### src/rtl/if_pkg.sv
// Shared definitions for the instruction-fetch stage.
//   state_t       : fetch FSM states
//   NOP_INSN      : addi x0,x0,0, presented when the fetch buffer is empty
//   fetch_entry_t : one fetch-buffer slot {pc, insn, misaligned}
package if_pkg;

    typedef enum logic [1:0] {
        RUN,
        WAIT,
        DROP,
        HALT
    } state_t;

    localparam logic [31:0] NOP_INSN = 32'h0000_0013;

    typedef struct packed {
        logic [63:0] pc;
        logic [31:0] insn;
        logic        misaligned;
    } fetch_entry_t;

endpackage

### src/rtl/if_stage_fetch_buffer.sv
// fetch_buffer: 2-entry FIFO holding fetched words for the decode stage.
//   clock, reset : rising-edge clock, synchronous active-high reset
//   flush        : synchronous clear of count and pointers
//   push         : write push_entry at the tail
//   pop          : retire the head entry
//   count        : number of valid entries (0..2)
//   head         : oldest entry; meaningful only when count != 0
// Storage is deliberately not reset; consumers gate head with count.
module fetch_buffer
    import if_pkg::*;
(
    input  logic         clock,
    input  logic         reset,
    input  logic         flush,
    input  logic         push,
    input  fetch_entry_t push_entry,
    input  logic         pop,
    output logic [1:0]   count,
    output fetch_entry_t head
);

    fetch_entry_t entries [2];
    logic         wr_ptr;
    logic         rd_ptr;

    always_ff @(posedge clock) begin
        if (reset || flush) begin
            wr_ptr <= 1'b0;
            rd_ptr <= 1'b0;
            count  <= '0;
        end else begin
            if (push) begin
                wr_ptr <= ~wr_ptr;
            end
            if (pop) begin
                rd_ptr <= ~rd_ptr;
            end
            count <= count + {1'b0, push} - {1'b0, pop};
        end
    end

    always_ff @(posedge clock) begin
        if (push && !flush) begin
            entries[wr_ptr] <= push_entry;
        end
    end

    assign head = entries[rd_ptr];

endmodule

### src/rtl/if_stage.sv
// if_stage: instruction-fetch stage feeding decode.
//   clock, reset              : rising-edge clock, synchronous active-high reset
//   imem_req/imem_addr        : registered fetch request, held until imem_ack
//   imem_ack/imem_rdata       : memory response (variable latency)
//   redirect/redirect_pc      : taken branch/jump, flushes buffer and in-flight fetch
//   id_ready                  : decode accepts the head entry
//   if_valid/if_instruction/if_pc/if_pc_plus4 : head entry presented to decode
// Optional feature macro IF_STAGE_MISALIGN_CHECK_EN adds if_misaligned and the
// HALT behaviour for redirects to non-word-aligned targets; when undefined the
// low two bits of redirect_pc are ignored.
module if_stage #(
    parameter logic [63:0] RESET_PC = 64'h0,
    parameter logic [31:0] NOP_INSN = if_pkg::NOP_INSN
) (
    input  logic        clock,
    input  logic        reset,
    output logic        imem_req,
    output logic [63:0] imem_addr,
    input  logic        imem_ack,
    input  logic [31:0] imem_rdata,
    input  logic        redirect,
    input  logic [63:0] redirect_pc,
    input  logic        id_ready,
    output logic        if_valid,
    output logic [31:0] if_instruction,
    output logic [63:0] if_pc,
    output logic [63:0] if_pc_plus4
`ifdef IF_STAGE_MISALIGN_CHECK_EN
    ,
    output logic        if_misaligned
`endif
);

    import if_pkg::*;

    state_t       state;
    logic [63:0]  pc;
    logic         halt_pend;
    logic [1:0]   count;
    logic [1:0]   count_after_pop;
    logic [1:0]   count_next;
    fetch_entry_t head;
    fetch_entry_t push_entry;
    logic         push;
    logic         push_fetch;
    logic         push_halt;
    logic         pop;
    logic         outstanding;
    logic [63:0]  target_pc;
    logic         target_misaligned;

`ifdef IF_STAGE_MISALIGN_CHECK_EN
    assign target_pc         = redirect_pc;
    assign target_misaligned = |redirect_pc[1:0];
`else
    logic [1:0] unused_redirect_lsb;
    assign unused_redirect_lsb = redirect_pc[1:0];
    assign target_pc           = {redirect_pc[63:2], 2'b00};
    assign target_misaligned   = 1'b0;
`endif

    always_comb begin
        pop                   = if_valid & id_ready & ~redirect;
        push_fetch            = (state == WAIT) & imem_ack & ~redirect;
        push_halt             = (state == HALT) & halt_pend & ~redirect;
        push                  = push_fetch | push_halt;
        push_entry.pc         = pc;
        push_entry.insn       = push_halt ? NOP_INSN : imem_rdata;
        push_entry.misaligned = push_halt;
        count_after_pop       = count - {1'b0, pop};
        count_next            = count_after_pop + {1'b0, push};
        outstanding           = (state == WAIT) | (state == DROP);
    end

    // pc is the address of the request in flight while in WAIT, so it is
    // also the pc stored with the returned word.
    always_ff @(posedge clock) begin
        if (reset) begin
            state     <= RUN;
            pc        <= RESET_PC;
            halt_pend <= 1'b0;
            imem_req  <= 1'b0;
            imem_addr <= '0;
        end else if (redirect) begin
            pc        <= target_pc;
            halt_pend <= target_misaligned;
            // An unanswered request must complete its handshake before the
            // stage can move on; DROP keeps req/addr and discards the data.
            if (outstanding && !imem_ack) begin
                state <= DROP;
            end else begin
                state    <= target_misaligned ? HALT : RUN;
                imem_req <= 1'b0;
            end
        end else begin
            case (state)
                RUN: begin
                    if (count_after_pop < 2'd2) begin
                        state     <= WAIT;
                        imem_req  <= 1'b1;
                        imem_addr <= pc;
                    end
                end
                WAIT: begin
                    if (imem_ack) begin
                        pc <= pc + 64'd4;
                        if (count_next < 2'd2) begin
                            imem_addr <= pc + 64'd4;
                        end else begin
                            state    <= RUN;
                            imem_req <= 1'b0;
                        end
                    end
                end
                DROP: begin
                    if (imem_ack) begin
                        state    <= halt_pend ? HALT : RUN;
                        imem_req <= 1'b0;
                    end
                end
                HALT: begin
                    halt_pend <= 1'b0;
                end
                default: begin
                    state    <= RUN;
                    imem_req <= 1'b0;
                end
            endcase
        end
    end

    fetch_buffer u_fetch_buffer (
        .clock      (clock),
        .reset      (reset),
        .flush      (redirect),
        .push       (push),
        .push_entry (push_entry),
        .pop        (pop),
        .count      (count),
        .head       (head)
    );

    assign if_valid       = (count != 2'd0);
    assign if_instruction = if_valid ? head.insn : NOP_INSN;
    assign if_pc          = if_valid ? head.pc : '0;
    assign if_pc_plus4    = if_pc + 64'd4;

`ifdef IF_STAGE_MISALIGN_CHECK_EN
    assign if_misaligned = if_valid & head.misaligned;
`else
    logic unused_head_misaligned;
    assign unused_head_misaligned = head.misaligned;
`endif

endmodule
### config.mk
export PLATFORM = sky130hd
export DESIGN_NAME = if_stage
export DESIGN_NICKNAME = d
export VERILOG_FILES = /design/src/rtl/if_pkg.sv /design/src/rtl/if_stage_fetch_buffer.sv /design/src/rtl/if_stage.sv
export SDC_FILE = /design/constraint.sdc
export NUM_CORES = 1
export LEC_CHECK = 0
export CAP_MARGIN = 40
export CORE_MARGIN = 5
export CORE_UTILIZATION = 56
export DETAILED_ROUTE_END_ITERATION = 12
export MAX_ROUTING_LAYER = met4
export PLACE_DENSITY = 0.83
export SYNTH_ARGS = -nofsm -noshare
export SYNTH_HDL_FRONTEND = slang
export SYNTH_SLANG_ARGS = --single-unit
### constraint.sdc
create_clock -name clock -period 27.5 [get_ports clock]
set_clock_uncertainty 0.15 [all_clocks]
set_input_delay 4.125 -clock clock [delete_from_list [all_inputs] [get_ports clock]]
set_output_delay 4.125 -clock clock [all_outputs]
set_load 0.02 [all_outputs]
==> results of run 1 <==
## logic make-up after synthesis
family / share of synthesized area
AO/OA/AOI/OAI: 0.0731
XOR/XNOR: 0.0928
adder cells (fa/ha/maj): 0.00474
buffers and inverters: 0.0351
flip-flops: 0.523
multiplexers: 0.0678
other: 0.000237
AND/OR/NAND/NOR: 0.203
## per-stage QoR
stage	std cells	utilization	hold slack, ns	setup slack, ns	power, mW
3_3_place_gp	2155	0.688	0.329	18.37	0.676
5_1_grt	2221	0.731	0.374	17.70	1.15
4_1_cts	2220	0.731	0.350	18.03	1.12
2_1_floorplan	1552	-	0.270	15.71	0.622
3_5_place_dp	2159	0.692	0.341	18.57	0.681
6_report	2221	0.731	0.347	17.96	1.11
## worst max-delay path by stage
stage                                   end  slack [ns]  cells past startpoint
2_1_floorplan  u_fetch_buffer.entries[0][0]       15.71                      3
3_3_place_gp                if_pc_plus4[61]       18.37                      8
3_5_place_dp                if_pc_plus4[61]       18.57                      9
4_1_cts                     if_pc_plus4[61]       18.03                      9
5_1_grt                     if_pc_plus4[61]       17.70                      9
6_report                    if_pc_plus4[57]       17.96                      9
## placed cells by master (no fill, tap or decap), types with 4 or more instances in the layout
cell / instances
sky130_fd_sc_hd__a211oi_1: 93
sky130_fd_sc_hd__a21oi_1: 23
sky130_fd_sc_hd__a311oi_1: 15
sky130_fd_sc_hd__and2_1: 9
sky130_fd_sc_hd__and3_1: 14
sky130_fd_sc_hd__and4_1: 14
sky130_fd_sc_hd__buf_4: 15
sky130_fd_sc_hd__clkbuf_16: 36
sky130_fd_sc_hd__clkbuf_8: 6
sky130_fd_sc_hd__clkdlybuf4s50_1: 317
sky130_fd_sc_hd__clkinv_2: 6
sky130_fd_sc_hd__conb_1: 6
sky130_fd_sc_hd__dfxtp_1: 131
sky130_fd_sc_hd__edfxtp_1: 188
sky130_fd_sc_hd__ha_1: 6
sky130_fd_sc_hd__inv_1: 18
sky130_fd_sc_hd__mux2i_1: 104
sky130_fd_sc_hd__nand2_1: 87
sky130_fd_sc_hd__nand3_1: 82
sky130_fd_sc_hd__nand3b_1: 18
sky130_fd_sc_hd__nand4_1: 63
sky130_fd_sc_hd__nor2_1: 265
sky130_fd_sc_hd__nor3_1: 41
sky130_fd_sc_hd__nor4_1: 19
sky130_fd_sc_hd__nor4_4: 4
sky130_fd_sc_hd__o21ai_0: 23
sky130_fd_sc_hd__or3_1: 18
sky130_fd_sc_hd__xnor2_1: 117
sky130_fd_sc_hd__xor2_1: 51
## worst max-delay path: cells and delay by family, from the launching register on
family	cells	cell delay (ns)
DFF	1	0.89
buffers and inverters	3	1.53
AOI/OAI and AO/OA	1	0.66
and+or+nand+nor	3	1.26
xor gates and xnor gates	1	0.22
muxes	1	0.17
## per-layer routing
metal	up-vias	routed length, um	track usage
li1	6137	-	-
met1	6292	19300	0.399
met2	638	21600	0.459
met3	87	4220	0.0454
met4	0	1270	0.0870
met5	-	0	-
## sequential cells by signal, summed over array words and instances, names as in the netlist, named ones only
name	count
state	2
imem_req	1
u_fetch_buffer.wr_ptr	1
pc	62
imem_addr	62
u_fetch_buffer.count	2
u_fetch_buffer.rd_ptr	1
u_fetch_buffer.entries	188
## report_power, final
part           total [mW]  internal, mW  switching, mW
Clock               0.440         0.256          0.184
Sequential          0.553         0.528         0.0249
Combinational       0.121        0.0564         0.0642
Total                1.11         0.841          0.273
## final cells by class
type	instances	area, sq um
fillers	1943	7500
well taps	378	473
clock inverters	16	92.6
inverters	19	71.3
multi-input cells	1106	7050
flip-flops and latches	320	8290
clock buffers	45	995
repair buffers	337	3380
==> metrics.md, run 1 <==
| Metric | Value |
|---|---|
| Outcome | `complete, no violations` |
| Number of setup violations in the final report | `0` |
| Max Clock Freq | `105 MHz` |
| Number of instances on the worst hold path | `2` |
| Clock slew seen by the registers of the worst setup and hold paths | `0.06 ns` |
| Critical setup path kind | `reg -> out` |
| Setup crit end kind | `output port` |
| Setup repair after global routing missed its margin | `no` |
| Critical path's most frequent cell | `sky130_fd_sc_hd__nand4_1` |
| Highest ir drop seen on vdd | `0.0456 mV` |
| Pre-Repair DR Iteration Count | `6` |
| Yosys synthesis warning count | `0` |
| Number of antenna violations at the first check in global routing | `0` |
| Number of sinks on the clock net | `320` |
| Leading post-synthesis cells by cell area | `sky130_fd_sc_hd__edfxtp_1, sky130_fd_sc_hd__dfxtp_1, sky130_fd_sc_hd__mux2i_1` |
| Number of unique standard cell types used by synthesis | `50` |
| Slew at the pin closest to its max-slew limit | `0.924 ns` |
| Count leader, synth | `sky130_fd_sc_hd__nor2_1` |
| Net total in the final layout | `1925` |
| Top fanout value on the critical path | `57` |
| Area of the die | `31800 sq um` |
| Worst-skew pair later-pin latency | `0.51 ns` |
| Number of global-route vias before repair | `12637` |
| Maximum number of pins on one net before global-route repair | `90` |
| Number of enable flip-flop cells after synthesis | `188` |
| Post-CTS setup buffer count | `0` |
| Placeable Area | `27900 sq um` |
| Reg-to-Reg Start | `state[1]` |
| Post-DP HPWL | `34000 um` |
| Top post-synthesis cells by count | `sky130_fd_sc_hd__nor2_1, sky130_fd_sc_hd__edfxtp_1, sky130_fd_sc_hd__dfxtp_1` |
| Resized cells post-CTS | `0` |
| Standard cell area after detailed placement | `19300 sq um` |
| Worst rel slew slack | `0.378` |
| Slowest cell on the critical path | `sky130_fd_sc_hd__dfxtp_4` |
| Fraction of synthesis flops using an asynchronous set or reset pin | `0` |
| Global-route wire length before repair | `71000 um` |
| R2R Path End | `imem_addr[36]` |
| Post-Syn Area per Cell | `10.2 sq um` |
| Hold buffers post-CTS | `0` |
| Synth-to-layout area growth | `28.5%` |
| Total DRC errors in the routed layout | `0` |
| Commonest register cell after synthesis | `sky130_fd_sc_hd__edfxtp_1` |
| Routed wire length | `46400 um` |
| Chain of cells forming the critical path | `buf_4 > buf_16 > mux2i_1 > a211oi_1 > nand4_1 > nor4_4 > nand4_1 > xnor2_1 > clkdlybuf4s50_1` |
| Number of DRC markers after the initial detailed-route iteration | `1282` |
| DR vias/cell | `5.92` |
| Min cycle time layout | `9.54 ns` |
| Final worst-path cycle share | `0.347` |
| Fraction of final layout cells sized beyond drive strength 1 | `0.0548` |
| Largest stage delay, worst path | `0.89 ns` |
| Arrival time at the worst endpoint | `5.26 ns` |
| Cell count after synthesis | `1547` |
| Post-Route Setup TNS | `0 ns` |
| Count of inserted antenna diode cells | `0` |
| Worst hold path endpoint | `imem_addr[45]` |
| X dimension of the die | `178 um` |
| Worst Min Path Start | `imem_addr[45]` |
| Power density over the cells | `54.7 nW/um^2` |
| Max_cap viols | `0` |
| LEAKAGE | `6.45 nW` |
| Post-route cell area | `20400 sq um` |
| Count of state elements after synthesis | `320` |
| Overall fraction of global-route tracks in use | `0.293` |
| Global placer's final weighted congestion | `0.917` |
| Routed wire length per instance | `20.9 um` |
| Crit path launch type | `register` |
| Synth area leader | `sky130_fd_sc_hd__edfxtp_1` |
| TritonCTS clock tree | `yes` |
| Floorplan die height | `178 um` |
| Required @ worst endpoint | `23.23 ns` |
| Effective utilization at floorplan | `0.569` |
| Worst-case register-to-register setup slack | `23.83 ns` |
| Ports placed on the boundary | `327` |
| Post-Synthesis Cell Area | `15800 sq um` |
| GRT Residual Overflow | `0` |
| Max Buffers Root-to-Sink | `3` |
| Total number of vias | `13154` |
| # rows | `61` |
| Root Buffer | `sky130_fd_sc_hd__clkbuf_16` |
| Worst min-delay path class | `reg -> reg` |
| Number of cell instances on the worst register-to-register path | `12` |
| H-tree lvl count | `2` |
| Final-report max-slew violation count | `0` |
| Port bufs | `318` |
| Endpoints failing hold | `0` |
| TritonCTS buffer count | `34` |
| Area share of the leading cell type in the synthesized netlist | `0.356` |
| Proportion of synthesized chip area in sequential cells | `0.523` |
| Final antenna-violating net count | `0` |
Power figures use the tool's default switching activity.
==> inputs of run 2 (changes only) <==
Settings changed: CORE_UTILIZATION 56 to 47, PLACE_DENSITY 0.83 to 0.74.
Clock period 27.5 ns to 7.8 ns, I/O delays scaled along.
==> metrics.md, run 2 (synthesis gave the netlist of run 1 again) <==
| Metric | Value |
|---|---|
| Number of setup violations in the final report | `0 (unchanged)` |
| Worst-case register-to-register setup slack | `4.00 ns (was 23.83 ns)` |
| TritonCTS clock tree | `yes (unchanged)` |
| Critical setup path kind | `reg -> out (unchanged)` |
| Endpoints failing hold | `0 (unchanged)` |
| Number of antenna violations at the first check in global routing | `1 (was 0)` |
| Register cell area after layout | `8290 sq um (unchanged)` |
| Global routing met1 resource utilization | `0.352 (was 0.399)` |
| Switching power share of the total | `0.237 (was 0.245)` |
| Final worst-path cycle share | `0.767` |
| Max Clock Freq | `167 MHz` |
| Share of the core filled with cells | `0.615 (was 0.731)` |
| Pre-Repair DR Iteration Count | `5 (was 6)` |
| Number of sinks on the clock net | `320 (unchanged)` |
| Post-CTS setup buffer count | `0 (unchanged)` |
| H-tree lvl count | `2 (unchanged)` |
| Effective utilization at floorplan | `0.474 (was 0.569)` |
| LEAKAGE | `6.50 nW (was 6.45 nW)` |
| Hold slack final | `0.349 ns (was 0.347 ns)` |
| Total of fill cells in the finished design | `2715 (was 1943)` |
| Number of DRC markers after the initial detailed-route iteration | `985 (was 1282)` |
| Worst rel slew slack | `0.376 (was 0.378)` |
| Portion of total power attributed to sequential cells | `0.476 (was 0.497)` |
| Worst hold path endpoint | `imem_addr[44] (was imem_addr[45])` |
| Setup crit end kind | `output port (unchanged)` |
| X dimension of the die | `194 um (was 178 um)` |
| Layer with the highest usage | `met2 (unchanged)` |
| Synth-to-layout area growth | `29.9% (was 28.5%)` |
| Most frequent cells in the layout | `sky130_fd_sc_hd__clkdlybuf4s50_1, sky130_fd_sc_hd__nor2_1, sky130_fd_sc_hd__edfxtp_1, sky130_fd_sc_hd__dfxtp_1, sky130_fd_sc_hd__xnor2_1 (unchanged)` |
| Number of flip-flops under the largest register name | `188 (unchanged)` |
| Number of global-route vias before repair | `12817 (was 12637)` |
| Port bufs | `318 (unchanged)` |
| GRT Residual Overflow | `0 (unchanged)` |
| Met3 usage in global routing | `0.0421 (was 0.0454)` |
| Net switching power | `0.971 mW (was 0.273 mW)` |
| Top fanout value on the critical path | `116 (was 57)` |
| Biggest registers after layout | `u_fetch_buffer.entries: 188 flops, imem_addr: 62 flops, pc: 62 flops (unchanged)` |
| Power density over the cells | `199 nW/um^2 (was 54.7 nW/um^2)` |
| Worst Min Path Start | `imem_addr[44] (was imem_addr[45])` |
| Number of instances on the worst hold path | `2 (unchanged)` |
| Outcome | `complete, no violations (unchanged)` |
| Overall fraction of global-route tracks in use | `0.250 (was 0.293)` |
| Fraction of met2 tracks used by global routing | `0.380 (was 0.459)` |
| Commonest non-fill, non-tap cell in the layout | `sky130_fd_sc_hd__clkdlybuf4s50_1 (unchanged)` |
| Routed wire length | `47000 um (was 46400 um)` |
| Count of inserted antenna diode cells | `0 (unchanged)` |
| Setup repair after global routing missed its margin | `no (unchanged)` |
| Reg-to-Reg Start | `state[1] (unchanged)` |
| Slew at the pin closest to its max-slew limit | `0.936 ns (was 0.924 ns)` |
| Post-DP HPWL | `34200 um (was 34000 um)` |
| Routed wire length per instance | `20.5 um (was 20.9 um)` |
| Hold buffers post-CTS | `0 (unchanged)` |
| Total number of vias | `13028 (was 13154)` |
| Crit path launch type | `register (unchanged)` |
| DR vias/cell | `5.68 (was 5.92)` |
| Final antenna-violating net count | `0 (unchanged)` |
| Post-Route Setup TNS | `0 ns (unchanged)` |
| Most flops, register | `u_fetch_buffer.entries (unchanged)` |
| Clock slew seen by the registers of the worst setup and hold paths | `0.06 ns (about the same)` |
| Total DRC errors in the routed layout | `0 (unchanged)` |
| R2R Path End | `imem_addr[40] (was imem_addr[36])` |
| Maximum number of pins on one net before global-route repair | `117 (was 90)` |
| TritonCTS buffer count | `35 (was 34)` |
| Max Buffers Root-to-Sink | `3 (unchanged)` |
| Share of total power in combinational logic | `0.104 (was 0.108)` |
| Max_cap viols | `0 (unchanged)` |
| Fraction of final layout cells sized beyond drive strength 1 | `0.0542 (was 0.0548)` |
| Worst min-delay path class | `reg -> reg (unchanged)` |
| Root Buffer | `sky130_fd_sc_hd__clkbuf_16 (unchanged)` |
| Portion of total power attributed to the clock network | `0.420 (was 0.395)` |
| Placeable Area | `33400 sq um (was 27900 sq um)` |
| # rows | `67 (was 61)` |
| Ports placed on the boundary | `327 (unchanged)` |
| Resized cells post-CTS | `0 (unchanged)` |
| Number of cell instances on the worst register-to-register path | `12 (unchanged)` |
| Min cycle time layout | `5.99 ns` |
| Floorplan die height | `194 um (was 178 um)` |
| Power Internal | `3.12 mW (was 0.841 mW)` |
| Worst-skew pair later-pin latency | `0.51 ns (about the same)` |
| Required @ worst endpoint | `6.48 ns (was 23.23 ns)` |
| Area of the die | `37500 sq um (was 31800 sq um)` |
| Final-report max-slew violation count | `0 (unchanged)` |
| Net total in the final layout | `1926 (was 1925)` |
| Highest ir drop seen on vdd | `0.153 mV (was 0.0456 mV)` |
| Global placer's final weighted congestion | `0.922 (was 0.917)` |
| Global-route wire length before repair | `73900 um (was 71000 um)` |
| Area of the multi-input gates | `7060 sq um (was 7050 sq um)` |
| Arrival time at the worst endpoint | `4.67 ns (was 5.26 ns)` |
==> run 2: cell types whose count changed in the layout (fill, tap and decap cells not counted), sizes merged <==
cell	change
buf	+2
bufinv	+5
clkbuf	+1
clkdlybuf4s15	-1
clkinv	-1
inv	-4
==> run 2: power groups by stage <==
| stage | combinational, mW | clock [mW] | sequential, mW |
|---|---|---|---|
| after global routing | 0.458 | 1.82 | 1.96 |
| after global placement | 0.413 | 0 | 1.98 |
| after detailed placement | 0.421 | 0 | 1.98 |
| after floorplan | 0.199 | 0 | 1.99 |
| final | 0.424 | 1.72 | 1.95 |
| after CTS | 0.425 | 1.75 | 1.95 |
==> run 2: metrics by stage <==
stage | instances | cell area, sq um | worst slack [ns] | power [mW]
after floorplan | 1552 | 15900 | 1.92 | 2.19
after global placement | 2227 | 19300 | 2.11 | 2.39
after detailed placement | 2230 | 19400 | 2.32 | 2.40
after CTS | 2293 | 20600 | 1.79 | 4.12
after global routing | 2293 | 20600 | 1.48 | 4.24
final | 2293 | 20600 | 1.81 | 4.09
==> run 2: cell type report <==
class	instances	share of cell area
Clock inverter	16	0.0103
Sequential cell	320	0.403
Multi-Input combinational cell	1106	0.343
Inverter	19	0.00347
Tap cell	448	0.0272
Timing Repair Buffer	337	0.165
Clock buffer	47	0.0483
==> run 2: per-layer routing <==
layer	share of wire	up-vias
li1	-	6142
met4	0.024	0
met1	0.45	6263
met5	0	-
met3	0.077	88
met2	0.45	535
==> run 2: worst max-delay path: stages, from the launching register on <==
cell and delay [ns]:
sky130_fd_sc_hd__dfxtp_1 0.47, sky130_fd_sc_hd__nor2_4 0.07, sky130_fd_sc_hd__buf_12 0.23, sky130_fd_sc_hd__inv_1 0.40, sky130_fd_sc_hd__nand2_1 0.12, sky130_fd_sc_hd__inv_1 0.10
sky130_fd_sc_hd__ha_1 0.22, sky130_fd_sc_hd__o21ai_0 0.11, sky130_fd_sc_hd__a211oi_1 0.20, sky130_fd_sc_hd__buf_4 0.19, sky130_fd_sc_hd__nand4_2 0.30, sky130_fd_sc_hd__nor4_4 0.66
sky130_fd_sc_hd__nand4_1 0.22, sky130_fd_sc_hd__xnor2_1 0.20, sky130_fd_sc_hd__clkdlybuf4s50_1 0.63
==> run 2: how the worst max path moves through the flow <==
stage,startpoint,endpoint,slack [ns]
2_1_floorplan,redirect,u_fetch_buffer.entries[0][0],1.92
3_3_place_gp,register,if_pc_plus4[58],2.11
3_5_place_dp,u_fetch_buffer.count[1],if_pc_plus4[60],2.32
4_1_cts,u_fetch_buffer.count[1],if_pc_plus4[60],1.79
5_1_grt,u_fetch_buffer.count[1],if_pc_plus4[58],1.48
6_report,u_fetch_buffer.count[1],if_pc_plus4[60],1.81
==> inputs of run 3 (changes only) <==
Clock period 7.8 ns to 5.25 ns, I/O delays scaled along.
==> metrics.md, run 3 (synthesis gave the netlist of run 1 again) <==
| Metric | Value |
|---|---|
| Outcome | `complete, no violations (unchanged)` |
| Fraction of final layout cells sized beyond drive strength 1 | `0.0684 (was 0.0542)` |
| Net total in the final layout | `1951 (was 1926)` |
| Worst min-delay path class | `reg -> reg (unchanged)` |
| Pwr Total | `6.19 mW (was 4.09 mW)` |
| Final worst-path cycle share | `0.956` |
| X dimension of the die | `194 um (unchanged)` |
| Max Clock Freq | `199 MHz` |
| Post-DP HPWL | `34700 um (was 34200 um)` |
| Routed wire length per instance | `20.4 um (was 20.5 um)` |
| Worst-case register-to-register setup slack | `1.89 ns (was 4.00 ns)` |
| Required @ worst endpoint | `4.31 ns (was 6.48 ns)` |
| Clock slew seen by the registers of the worst setup and hold paths | `0.06 ns (about the same)` |
| Worst-skew pair later-pin latency | `0.52 ns (was 0.51 ns)` |
| TritonCTS clock tree | `yes (unchanged)` |
| Overall fraction of global-route tracks in use | `0.247 (was 0.250)` |
| Final-report max-slew violation count | `0 (unchanged)` |
| Max Buffers Root-to-Sink | `3 (unchanged)` |
| Top fanout value on the critical path | `24 (was 116)` |
| Area of the die | `37500 sq um (unchanged)` |
| Count of inserted antenna diode cells | `0 (unchanged)` |
| Max_cap viols | `0 (unchanged)` |
| Largest delay contributor family on the critical path | `buffers and inverters (unchanged)` |
| Largest stage delay, worst path | `0.62 ns (was 0.66 ns)` |
| Highest ir drop seen on vdd | `0.239 mV (was 0.153 mV)` |
| Power density over the cells | `297 nW/um^2 (was 199 nW/um^2)` |
| Critical setup path kind | `reg -> out (unchanged)` |
| Total DRC errors in the routed layout | `0 (unchanged)` |
| Root Buffer | `sky130_fd_sc_hd__clkbuf_16 (unchanged)` |
| # rows | `67 (unchanged)` |
| Crit path launch type | `register (unchanged)` |
| Most flops, register | `u_fetch_buffer.entries (unchanged)` |
| Launching instance or port of the critical path | `u_fetch_buffer.count[1] (unchanged)` |
| Most frequent cells in the layout | `sky130_fd_sc_hd__clkdlybuf4s50_1, sky130_fd_sc_hd__nor2_1, sky130_fd_sc_hd__edfxtp_1, sky130_fd_sc_hd__dfxtp_1, sky130_fd_sc_hd__xnor2_1 (unchanged)` |
| Worst rel slew slack | `0.377 (was 0.376)` |
| Number of global-route vias before repair | `12396 (was 12817)` |
| Commonest non-fill, non-tap cell in the layout | `sky130_fd_sc_hd__clkdlybuf4s50_1 (unchanged)` |
| DR vias/cell | `5.60 (was 5.68)` |
| Buffer and inverter count on the worst path | `4 (was 5)` |
| Global placer's final weighted congestion | `0.938 (was 0.922)` |
| Final antenna-violating net count | `0 (unchanged)` |
| Min cycle time layout | `5.02 ns` |
| GRT Residual Overflow | `0 (unchanged)` |
| Floorplan die height | `194 um (unchanged)` |
| Number of cell instances on the worst register-to-register path | `9 (was 12)` |
| Number of setup violations in the final report | `0 (unchanged)` |
| Cell total after placement | `2251 (was 2230)` |
| Ports placed on the boundary | `327 (unchanged)` |
| Hold slack final | `0.341 ns (was 0.349 ns)` |
| Setup crit end kind | `output port (unchanged)` |
| Routed wire length | `47300 um (was 47000 um)` |
| Post-route cell area | `20800 sq um (was 20600 sq um)` |
| Total number of vias | `12985 (was 13028)` |
| Number of sinks on the clock net | `320 (unchanged)` |
| Global-route wire length before repair | `72500 um (was 73900 um)` |
| Number of flip-flops under the largest register name | `188 (unchanged)` |
| Number of DRC markers after the initial detailed-route iteration | `985 (unchanged)` |
| H-tree lvl count | `2 (unchanged)` |
| Endpoints failing hold | `0 (unchanged)` |
| R2R Path End | `imem_addr[6] (was imem_addr[40])` |
| Arrival time at the worst endpoint | `4.08 ns (was 4.67 ns)` |
| Share of the core filled with cells | `0.623 (was 0.615)` |
| Biggest registers after layout | `u_fetch_buffer.entries: 188 flops, imem_addr: 62 flops, pc: 62 flops (unchanged)` |
| Effective utilization at floorplan | `0.474 (unchanged)` |
| Number of antenna violations at the first check in global routing | `0 (was 1)` |
| Reg-to-Reg Start | `state[1] (unchanged)` |
| Pre-Repair DR Iteration Count | `6 (was 5)` |
| Total of fill cells in the finished design | `2729 (was 2715)` |
| Hold buffers post-CTS | `0 (unchanged)` |
| Synth-to-layout area growth | `31.5% (was 29.9%)` |
| Port bufs | `318 (unchanged)` |
| Chain of cells forming the critical path | `nor2_4 > buf_4 > nor2_1 > ha_1 > o21ai_0 > a211oi_1 > buf_4 > nand4_2 > buf_4 > nor4_4 > nand3_1 > xnor2_1 > clkdlybuf4s50_1 (was nor2_4 > buf_12 > inv_1 > nand2_1 > inv_1 > ha_1 > o21ai_0 > a211oi_1 > buf_4 > nand4_2 > nor4_4 > nand4_1 > xnor2_1 > clkdlybuf4s50_1)` |
| Standard cell area after detailed placement | `19500 sq um (was 19400 sq um)` |
| TritonCTS buffer count | `36 (was 35)` |
| Critical path's most frequent cell | `sky130_fd_sc_hd__buf_4 (was sky130_fd_sc_hd__inv_1)` |
| Critical Path End | `if_pc_plus4[46] (was if_pc_plus4[60])` |
| Finished Layout Cells | `2319 (was 2293)` |
| Instance count on the critical path | `13 (was 14)` |
| Slowest cell on the critical path | `sky130_fd_sc_hd__clkdlybuf4s50_1 (was sky130_fd_sc_hd__nor4_4)` |
| Slew at the pin closest to its max-slew limit | `0.926 ns (was 0.936 ns)` |
| LEAKAGE | `6.66 nW (was 6.50 nW)` |
| Placeable Area | `33400 sq um (unchanged)` |
| Maximum number of pins on one net before global-route repair | `95 (was 117)` |
## run 3: layout make-up
type	count	area [sq um]	share of cell area
flip-flops and latches	320	8290	0.398
multi-input cells	1106	7070	0.339
repair buffers	361	3580	0.172
clock buffers	47	1020	0.0492
well taps	448	561	0.0269
clock inverters	18	236	0.0113
inverters	19	71.3	0.00342
## run 3: how the worst min path moves through the flow
stage	depth (start not counted)	startpoint	slack, ns	endpoint
after floorplan	0	pc[5]	0.27	u_fetch_buffer.entries[0][37]
after global placement	2	imem_addr[34]	0.33	imem_addr[34]
after detailed placement	2	imem_addr[60]	0.33	imem_addr[60]
after CTS	2	imem_addr[60]	0.35	imem_addr[60]
after global routing	2	imem_addr[53]	0.37	imem_addr[53]
final	2	imem_addr[60]	0.34	imem_addr[60]
## run 3: worst reg2reg max path: stages, from the launching register on
cell	delay, ns
sky130_fd_sc_hd__dfxtp_1	0.31
sky130_fd_sc_hd__inv_1	0.10
sky130_fd_sc_hd__ha_1	0.38
sky130_fd_sc_hd__and2_1	0.56
sky130_fd_sc_hd__nand2_1	0.12
sky130_fd_sc_hd__or3_1	0.37
sky130_fd_sc_hd__a21oi_4	0.63
sky130_fd_sc_hd__buf_4	0.33
sky130_fd_sc_hd__nor2_1	0.07
sky130_fd_sc_hd__a211oi_1	0.24
## run 3: report_power, final
part / total, mW / leakage [nW] / switching, mW / internal [mW]
Combinational: 0.642 / 3.24 / 0.339 / 0.303
Sequential: 2.90 / 2.81 / 0.130 / 2.77
Clock: 2.65 / 0.611 / 1.02 / 1.63
Total: 6.19 / 6.66 / 1.49 / 4.70
## run 3: layer usage
| metal | part of all wire | up-vias | global-route usage |
|---|---|---|---|
| li1 | - | 6212 | - |
| met1 | 0.46 | 6154 | 0.353 |
| met2 | 0.45 | 539 | 0.372 |
| met3 | 0.072 | 80 | 0.0382 |
| met4 | 0.024 | 0 | 0.0629 |
| met5 | 0 | - | - |
## run 3: repair_timing
item / CTS / global route
gates resized for setup: 0 / 4
buffers inserted: 0 / 3
setup endpoints to repair: 0 / 20
## run 3: metrics by stage
| stage | worst slack [ns] | setup TNS, ns |
|---|---|---|
| floorplan | 0.293 | 0 |
| global placement | 0.595 | 0 |
| detailed placement | 0.660 | 0 |
| CTS | 0.107 | 0 |
| global route | -0.0148 | -0.0165 |
| finish | 0.232 | 0 |
